<file path="config.mk">
export PLATFORM = sky130hd
export DESIGN_NAME = rscu_multicycle
export DESIGN_NICKNAME = d
export VERILOG_FILES = /design/src/rtl/rscu_multicycle.sv
export SDC_FILE = /design/constraint.sdc
export NUM_CORES = 1
export LEC_CHECK = 0
export CAP_MARGIN = 20
export CORE_MARGIN = 8
export CORE_UTILIZATION = 32
export DETAILED_ROUTE_END_ITERATION = 6
export SETUP_SLACK_MARGIN = 0.02
export SYNTH_ARGS = -nofsm -noshare
export SYNTH_HDL_FRONTEND = slang
export SYNTH_SLANG_ARGS = --single-unit
</file>
<file path="constraint.sdc">
create_clock -name clk -period 2 [get_ports clk]
set_input_delay 0.4 -clock clk [delete_from_list [all_inputs] [get_ports clk]]
set_output_delay 0.4 -clock clk [all_outputs]
set_load 0.02 [all_outputs]
</file>
<file path="src/rtl/rscu_multicycle.sv">
// rscu_multicycle: multi-cycle RISC-V control FSM with MIO handshake stalls, wait timeout and sticky trap
module rscu_multicycle #(
  parameter int MIO_TIMEOUT = 255,
  parameter bit EXT_OPS     = 1'b1
) (
  input  logic       clk,
  input  logic       RSTN,
  input  logic [4:0] OPcode,
  input  logic [2:0] Fun3,
  input  logic       Fun7,
  input  logic       zero,
  input  logic       MIO_ready,
  output logic [1:0] ALUSrc_A,
  output logic [1:0] ALUSrc_B,
  output logic [1:0] ImmSel,
  output logic [1:0] DatatoReg,
  output logic [1:0] PCSource,
  output logic       PCEN,
  output logic       IRWrite,
  output logic       IorD,
  output logic       RegWrite,
  output logic       MemRead,
  output logic       WR,
  output logic       CPU_MIO,
  output logic [2:0] ALUC,
  output logic [3:0] State,
  output logic       Error
);
  typedef enum logic [3:0] {
    S_IF = 4'd0, S_ID = 4'd1, S_EX = 4'd2, S_WB = 4'd3, S_MA = 4'd4, S_MR = 4'd5,
    S_LW = 4'd6, S_MW = 4'd7, S_BR = 4'd8, S_JAL = 4'd9, S_JALR = 4'd10,
    S_LUI = 4'd11, S_ERR = 4'd15
  } state_t;
  localparam int CW = MIO_TIMEOUT > 1 ? $clog2(MIO_TIMEOUT + 1) : 1;
  state_t cur, nxt;
  logic [CW-1:0] cnt;
  logic waiting, timeout, r_type, alu_ok, br_ok;
  logic pc_write, ir_load, reg_write, mem_write;
  logic [2:0] alu_op;
  logic [1:0] imm_op;
  assign waiting = cur == S_IF || cur == S_MR || cur == S_MW;
  assign timeout = MIO_TIMEOUT != 0 && waiting && !MIO_ready && cnt == CW'(MIO_TIMEOUT);
  assign r_type  = OPcode == 5'b01100;
  assign br_ok   = EXT_OPS || Fun3 == 3'b000;
  assign imm_op  = OPcode == 5'b01000 ? 2'b01 : OPcode == 5'b11000 ? 2'b10 :
                   OPcode == 5'b11011 ? 2'b11 : 2'b00;
  always_comb begin
    alu_op = 3'b010;
    alu_ok = 1'b1;
    if (r_type)
      case ({Fun3, Fun7})
        4'b0000: alu_op = 3'b010;
        4'b0001: alu_op = 3'b110;
        4'b1110: alu_op = 3'b000;
        4'b1100: alu_op = 3'b001;
        4'b0100: alu_op = 3'b111;
        4'b1010: alu_op = 3'b101;
        4'b1000: alu_op = 3'b011;
        default: alu_ok = 1'b0;
      endcase
    else
      case (Fun3)
        3'b000:  alu_op = 3'b010;
        3'b111:  alu_op = 3'b000;
        3'b110:  alu_op = 3'b001;
        3'b010:  alu_op = 3'b111;
        3'b101:  alu_op = 3'b101;
        3'b100:  alu_op = 3'b011;
        default: alu_ok = 1'b0;
      endcase
  end
  always_ff @(posedge clk or negedge RSTN)
    if (!RSTN) cur <= S_IF;
    else cur <= nxt;
  // the wait counter restarts whenever the FSM moves, so each handshake gets its own budget
  always_ff @(posedge clk or negedge RSTN)
    if (!RSTN) cnt <= '0;
    else cnt <= nxt != cur ? '0 : (waiting && !MIO_ready) ? cnt + CW'(1) : cnt;
  always_comb begin
    nxt       = cur;
    ALUSrc_A  = 2'b00;
    ALUSrc_B  = 2'b00;
    ImmSel    = 2'b00;
    DatatoReg = 2'b00;
    PCSource  = 2'b00;
    ALUC      = 3'b010;
    IorD      = 1'b0;
    MemRead   = 1'b0;
    CPU_MIO   = 1'b0;
    pc_write  = 1'b0;
    ir_load   = 1'b0;
    reg_write = 1'b0;
    mem_write = 1'b0;
    case (cur)
      S_IF: begin
        MemRead  = 1'b1;
        ALUSrc_B = 2'b01;
        pc_write = MIO_ready;
        ir_load  = MIO_ready;
        nxt      = MIO_ready ? S_ID : timeout ? S_ERR : S_IF;
      end
      S_ID: begin
        ALUSrc_A = 2'b10;
        ALUSrc_B = 2'b10;
        ImmSel   = imm_op;
        case (OPcode)
          5'b01100, 5'b00100: nxt = S_EX;
          5'b00000, 5'b01000: nxt = S_MA;
          5'b11000:           nxt = S_BR;
          5'b11011:           nxt = S_JAL;
          5'b11001:           nxt = EXT_OPS ? S_JALR : S_ERR;
          5'b01101:           nxt = EXT_OPS ? S_LUI : S_ERR;
          default:            nxt = S_ERR;
        endcase
      end
      S_EX: begin
        ALUSrc_A = 2'b01;
        ALUSrc_B = r_type ? 2'b00 : 2'b10;
        ALUC     = alu_op;
        nxt      = alu_ok ? S_WB : S_ERR;
      end
      S_WB: begin
        reg_write = 1'b1;
        nxt       = S_IF;
      end
      S_MA: begin
        ALUSrc_A = 2'b01;
        ALUSrc_B = 2'b10;
        ImmSel   = OPcode[3] ? 2'b01 : 2'b00;
        nxt      = OPcode[3] ? S_MW : S_MR;
      end
      S_MR: begin
        MemRead = 1'b1;
        IorD    = 1'b1;
        CPU_MIO = 1'b1;
        nxt     = MIO_ready ? S_LW : timeout ? S_ERR : S_MR;
      end
      S_LW: begin
        reg_write = 1'b1;
        DatatoReg = 2'b01;
        nxt       = S_IF;
      end
      S_MW: begin
        mem_write = 1'b1;
        IorD      = 1'b1;
        CPU_MIO   = 1'b1;
        nxt       = MIO_ready ? S_IF : timeout ? S_ERR : S_MW;
      end
      S_BR: begin
        ALUSrc_A = 2'b01;
        ALUC     = 3'b110;
        PCSource = 2'b01;
        pc_write = br_ok && (zero ^ Fun3[0]);
        nxt      = br_ok ? S_IF : S_ERR;
      end
      S_JAL: begin
        PCSource  = 2'b01;
        pc_write  = 1'b1;
        reg_write = 1'b1;
        DatatoReg = 2'b10;
        nxt       = S_IF;
      end
      S_JALR: begin
        ALUSrc_A  = 2'b01;
        ALUSrc_B  = 2'b10;
        PCSource  = 2'b10;
        pc_write  = 1'b1;
        reg_write = 1'b1;
        DatatoReg = 2'b10;
        nxt       = S_IF;
      end
      S_LUI: begin
        reg_write = 1'b1;
        DatatoReg = 2'b11;
        nxt       = S_IF;
      end
      default: nxt = S_ERR;
    endcase
  end
  // architectural write strobes are held off for the whole time reset is asserted
  assign PCEN     = RSTN && pc_write;
  assign IRWrite  = RSTN && ir_load;
  assign RegWrite = RSTN && reg_write;
  assign WR       = RSTN && mem_write;
  assign State    = cur;
  assign Error    = cur == S_ERR;
endmodule

</file>
[After elaboration in Yosys (flattened, before gate mapping)]
Memories as Yosys holds them, arrays and structs flattened.
Index checks and enable logic that the tools add are counted.
Cells by class
  add/sub/neg operators: 1
  equal/unequal tests: 29
  mux-type cells: 34
  bitwise logic cells: 1
  reductions and logical operators: 23
Operator list (number)
  == test 4 bit, second input constant: 9
  two-way mux 4 bit: 7
  one-hot mux 4 bit (7 select lines): 1
  == test 4 x 3 -> 1 bit, second input constant: 5
  one-hot mux 3 bit (6 select lines): 1
  two-way mux 8 bit: 2
  one-hot mux 3 bit (5 select lines): 1
  == test 3 bit, second input constant: 4
  one-hot mux 2 bit (2 select lines): 3
  one-hot mux 2 bit (3 select lines): 2
  OR reduction 6 bit: 2
  == test 5 x 4 -> 1 bit, second input constant: 2
  == test 5 bit, second input constant: 2
  two-way mux 2 bit: 5
  two-way mux 1 bit: 9
  adder 8 x 1 -> 8 bit, second input constant: 1
  == test 4 x 1 -> 1 bit, second input constant: 2
  == test 4 x 2 -> 1 bit, second input constant: 2
  == test 8 bit, second input constant: 1
  logical NOT 4 bit: 2
  OR reduction 2 bit: 4
  OR reduction 7 bit: 1
  logical AND 1 bit: 6
  one-hot mux 3 bit (2 select lines): 1
  12 further kinds: 13
Storage, ports and cells
  register bits after elaboration: 12
  memory bits (read-only): 128
  input bits: 13
  output and inout port bits: 25
  logic and storage cells: 91
  memories kept: 1
Memories
  (name not given): depth 32, bits a word 4, read ports 1, clocked after Yosys merged registers in 0, write ports 0, RTL line 106  | case (OPcode)

[Longest topological paths before layout]
Gate-level depths: netlist (run 1).
  depth in word-level cells: 10
  mapped depth: 7
  mapped depth without buffers: 7

[Worst setup path after synthesis (run 1)]
No wires, ideal clock.
  path type: register to output
  start point: register cur[0] (netlist: State[0])
  end point: output PCEN
  arrival: 1.890 ns
  required time: 1.600 ns
  path slack: -0.290 ns
  stages on the path, launching flop included: 6
  buffers on the path: 1
  path through: dfrtp_1 buf_6 or4_1 inv_1 and3_1 a41o_1
Between the ends
  longest elaborated chain between the ends: 4
Ends and longest elaborated chain
  from (decl): RTL line 35  | state_t cur, nxt;
  from (signal assigned): RTL line 74  | else cur <= nxt;
  == test 4 bit: RTL line 94  | case (cur)
  OR reduction 2 bit (no line)
  one-hot mux 1 bit (3 select lines) *: RTL line 94
  logical AND 1 bit *: RTL line 181  | assign PCEN = RSTN && pc_write;
  to (decl): RTL line 18  | output logic PCEN,
Every way passes the cells marked *; elsewhere a longest branch is shown, timed or not.

[Worst setup path in the final report (run 1)]
  start point: input OPcode[1]
  end point: output ALUC[2]
Between the ends
  longest elaborated chain between the ends: 3
Ends and longest elaborated chain
  from (decl): RTL line 8  | input logic [4:0] OPcode,
  == test 5 x 4 -> 1 bit: RTL line 43  | assign r_type = OPcode == 5'b01100;
  two-way mux 3 bit: RTL line 50  | if (r_type)
  one-hot mux 3 bit (2 select lines): RTL line 94
  to (decl): RTL line 25  | output logic [2:0] ALUC,
No other way between the ends.

==> results of run 1 <==
[final cells by class]
cell class                 count  area, um^2
multi-input combinational    128        1010
tap                           50        62.6
fill                         367        1660
inverter                       8        37.5
timing repair buffer          87         754
clock buffer                   4        55.1
sequential                    12         303
[cells in the final DEF, fill, tap and decap left out, types with 5 or more instances in the layout]
cell              n
nor3_2            5
xor2_1            7
inv_1             5
buf_4            46
a21oi_1           5
nor2_1           15
o21ai_0           8
nand2_1          10
clkdlybuf4s50_1   8
buf_2             9
dfrtp_1          10
buf_6             9
[state kept, by name (all words and copies together), names as in the netlist]
register	cells
cnt	8
State	4
[kinds of logic (layout without fill, tap and decap cells)]
logic type,count (synthesis),count (layout),share of synthesized area [%]
fa+ha+maj,4,4,3.97
mux,4,4,3.27
compound gates,35,35,20.1
simple gates,75,75,35.3
xor+xnor,10,10,6.94
buf+inv,18,99,6.55
flops,12,12,23.8
[cell usage after synthesis, types with 4 or more instances]
cell and number:
a21oi_1 5, and4_1 4, dfrtp_1 12, ha_1 4, inv_1 8, nand2_1 11
nand2b_1 5, nor2_1 17, nor2b_1 8, nor3_1 5, nor3_2 4, o21ai_0 11
xor2_1 7
[worst paths after layout]
check                                 to  slack [ns]  cells past startpoint
max in group asynchronous       State[1]        1.22                      2
worst min register to register    cnt[7]        0.57                      2
worst min-delay path              cnt[7]        0.57                      2
worst max-delay path             ALUC[2]       -0.10                     10
min in group asynchronous         cnt[4]        0.61                      2
worst max register to register    cnt[1]        0.05                      6
[timing repair]
item,in CTS,in global routing
cloned,0,1
setup buffers,4,8
setup endpoints to repair,30,28
pin swaps,9,9
gates resized for setup,107,45
[metrics by stage]
stage / util (%) / cell area [um^2] / std cells / total power [mW]
finish: 57.3 / 2230 / 289 / 3.00
global route: 57.3 / 2230 / 289 / 3.19
CTS: 53.5 / 2080 / 281 / 2.67
detailed placement: 50.9 / 1980 / 273 / 2.37
global placement: 50.9 / 1980 / 273 / 2.35
floorplan: - / 1310 / 158 / 1.50
[per-layer routing]
layer	up-vias	share of wire, %	track usage (%)
li1	725	-	-
met5	-	0	0
met1	720	44	15.7
met3	4	4.8	3.05
met2	36	50	20.7
met4	0	1.0	1.11
[critical path, cell delays in order]
cell and delay (ns):
buf_6 0.10, inv_4 0.05, ha_4 0.12, nand4b_1 0.13, or2_4 0.26, buf_4 0.14
nand4b_1 0.08, o31ai_1 0.07, a22o_1 0.22, buf_6 0.13
[where the power goes]
group          switching (mW)  total (mW)  leakage (nW)  internal, mW
Combinational            1.23        2.39         0.844          1.16
Sequential             0.0557       0.350         0.159         0.295
Clock                  0.0879       0.262        0.0288         0.174
==> out/qor.txt, run 1 <==
status: finished, violations left
failing checks: setup timing
DR iter-0 viols: 85
Final WS setup: -0.103 ns
leakage power: 1.03 nW
placement-stage worst setup slack: -0.986 ns
Worst setup EP type: primary output
CTS Buffer Depth: 2
Hold Path Class: flop to flop
first-pass GRT wire length: 6.38 mm
peak supply drop: 0.620 mV
clock skew: 0.000393 ns
Port Buffers: 37
number of global-route vias before repair: 1379
CTS Buf Count: 3
synth top area cells: dfrtp_1, nor2_1, xor2_1, o21ai_0, ha_1
top-area cell type share of the netlist area: 23.8%
Netlist Area Pre-Place: 0.00126 mm^2
ant diodes: 0
vias after detailed routing: 1485
worst hold path startpoint: cnt[7]
Clock Root Buffer: clkbuf_8
Final min period: 2.10 ns
critical path type: input pin to primary output
count of final hold-check violations: 0
core footprint: 0.00388 mm^2
clock-pin slew on the worst setup and hold paths: 0.05 ns
Layout area overhead: 76.5%
fmax: 0.475 GHz
io pins: 38
die width: 78.8 um
GR Overflow Total: 0
DR DRC count: 0
worst slew pin tran: 0.335 ns
drt pass-1 iters: 4
Rows: 23
startpoint types: input pin
Worst Setup SP: OPcode[1]
crit path DAT: 1.70 ns
Distinct cells, synth: 50
WL final: 4.26 mm
max-slew violations: 0
vias per cell: 5.14
number of enable flip-flop cells after synthesis: 0
warnings from Yosys: 0
gpl congestion: 0.821
cts hold-fix bufs: 0
worst r2r src: State[2]
final net count: 257
final hold slack: 0.567 ns
post-synth top area cell: dfrtp_1
Die ar.: 0.00621 mm^2
RSZ-0062 raised after global routing: true
Detailed Place HPWL: 3.07 mm
Die Ht: 78.8 um
layout cells sized above 1: 47.7%
largest net degree at the start of global routing: 16
WL/cell: 14.7 um
period utilization: 105%
worst-path maximum fanout: 3
Syn Area/Cell: 7.98 um^2
maxcap violations: 0
final setup fails: 2
Total GRT Usage: 12.2%
Cell Pwr Density: 1350 mW/mm^2
initial antenna violation count: 0
syn nets: 175
relative slew slack: 77.4%
cell count after synthesis: 158
clk_lat worst skew: 0.24 ns
setup tns final: -0.191 ns
CTS tree: yes
H-tree depth: 1
clk sink count: 12
#FFs+latches synth: 12
Starting Density: 32.5%
Async SR Flop Fraction: 100%
WP data required: 1.60 ns
Main synth FF type: dfrtp_1
sequential area share after synthesis: 23.8%
DRT antenna net count: 0
Power figures use the tool's default switching activity.
==> inputs of run 2 (changes only) <==
Settings changed: REMOVE_ABC_BUFFERS set to 1.
==> run 2 against run 1 <==
Net effect: power increased by 11%; critical endpoint unchanged; critical path depth decreased by 1; design area increased by 6.2%; final cell count increased by 3.1%; sequential power decreased by 4%; the run still ends with setup timing left; combinational power increased by 15%; worst setup slack improved by 0.0033 ns; non-clock buffer count increased by 9; global-route usage increased by 2.0 points; count of clock-buffer cells in the layout unchanged.
==> out/qor.txt, run 2 (synthesized netlist as in run 1, its figures left out) <==
number of global-route vias before repair: 1490
status: finished, violations left
io pins: 38
met3 routed WL: 215 um
Tot Pwr: 3.34 mW
routed length on met2: 2.67 mm
Cell Pwr Density: 1410 mW/mm^2
crit path DAT: 1.70 ns
Final WS setup: -0.0998 ns
DR iter-0 viols: 127
GR Overflow Total: 0
largest net degree at the start of global routing: 13
Clock Root Buffer: clkbuf_8
Die Ht: 78.8 um
gpl congestion: 0.806
initial antenna violation count: 0
worst slew pin tran: 0.488 ns
CTS Buf Count: 3
Final Cell Area: 0.00236 mm^2
Layout area overhead: 87.5%
final net count: 266
peak supply drop: 0.569 mV
Final min period: 2.10 ns
placed cell area: 0.00191 mm^2
most flop-heavy register: cnt
DRT met1 WL: 1.97 mm
Worst setup EP type: primary output
fill count: 320
DR DRC count: 0
Die ar.: 0.00621 mm^2
clk_lat worst skew: 0.24 ns
Max Used Layer: met4
ant diodes: 0
period utilization: 105%
CTS Buffer Depth: 2
final setup fails: 10
Total GRT Usage: 14.2%
final design utilization: 60.9%
Port Buffers: 37
maxcap violations: 0
Detailed Place HPWL: 3.21 mm
startpoint types: input pin
drt pass-1 iters: 4
clk sink count: 12
final hold slack: 0.585 ns
clock-pin slew on the worst setup and hold paths: 0.05 ns
max-slew violations: 0
most frequent cells in the layout: buf_4, buf_6, nor2_1
WL final: 4.87 mm
layout cells sized above 1: 51.6%
max FFs per register: 8
clock skew: 0.00319 ns
count of final hold-check violations: 0
first-pass GRT wire length: 7.31 mm
critical path type: input pin to primary output
die width: 78.8 um
worst-path maximum fanout: 2
relative slew slack: 67.3%
vias per cell: 5.10
fin cells: 298
H-tree depth: 1
placed cells: 271
Starting Density: 32.5%
fmax: 0.476 GHz
failing checks: setup timing
RSZ-0062 raised after global routing: true
WP data required: 1.60 ns
vias after detailed routing: 1520
CTS tree: yes
commonest non-fill, non-tap cell in the layout: buf_4
WL/cell: 16.4 um
core footprint: 0.00388 mm^2
Rows: 23
Hold Path Class: input pin to async pin
DRT antenna net count: 0
R2R Setup Slk: -0.06 ns
leakage power: 1.09 nW
[run 2: cell count changes in the layout (fill, tap and decap cells not counted), moves of 2 or more]
cell and delta:
xor2_2 +3, dfrtp_2 -2, buf_8 -2, dfrtp_1 +2, xor2_1 -3, buf_6 +13
nor3_1 -3, nor3_4 +4
[run 2: worst paths after layout]
check / start / endpoint / cells past startpoint
min in group clk: cnt[5] / cnt[5] / 2
max reg2reg: State[2] / cnt[0] / 10
min reg2reg: cnt[5] / cnt[5] / 2
max in group asynchronous: RSTN / cnt[1] / 2
max: OPcode[0] / ALUC[2] / 9
min: RSTN / cnt[3] / 2
[run 2: cell type report]
type / instances / area (um^2) / share of cell area (%)
well taps: 50 / 62.6 / 2.65
multi-input cells: 128 / 1080 / 45.7
clock buffers: 4 / 55.1 / 2.33
inverters: 8 / 37.5 / 1.59
flip-flops and latches: 12 / 300 / 12.7
repair buffers: 96 / 828 / 35.0
[run 2: per-stage QoR]
step / TNS [ns] / setup slack, ns
after global routing: -1.29 / -0.221
after CTS: -0.351 / -0.108
after floorplan: -2.33 / -0.409
after global placement: -8.80 / -0.982
after detailed placement: -9.41 / -0.990
final: -0.411 / -0.0998
[run 2: timing repair]
action / CTS / global route
hold buffers: 0 / 0
cloned: 1 / 0
pin swaps: 11 / 18
buffers inserted: 12 / 11
gates resized for setup: 118 / 58
endpoints found under the setup margin: 30 / 26
[run 2: metal layers]
metal	global-route usage (%)	vias to the layer above
met1	16.4	733
met5	0	-
met2	26.6	42
met3	3.05	4
met4	1.67	0
li1	-	741
[run 2: critical path, stage by stage]
cell and delay (ns):
buf_8 0.10, inv_6 0.05, ha_4 0.12, nand4b_1 0.12, or2_4 0.26, xor2_1 0.14
o31ai_1 0.22, a22o_1 0.18, buf_6 0.12
[run 2: power by group]
group | switching (mW) | leakage (nW) | internal, mW
Sequential | 0.0455 | 0.161 | 0.291
Combinational | 1.41 | 0.901 | 1.33
Clock | 0.0901 | 0.0288 | 0.174
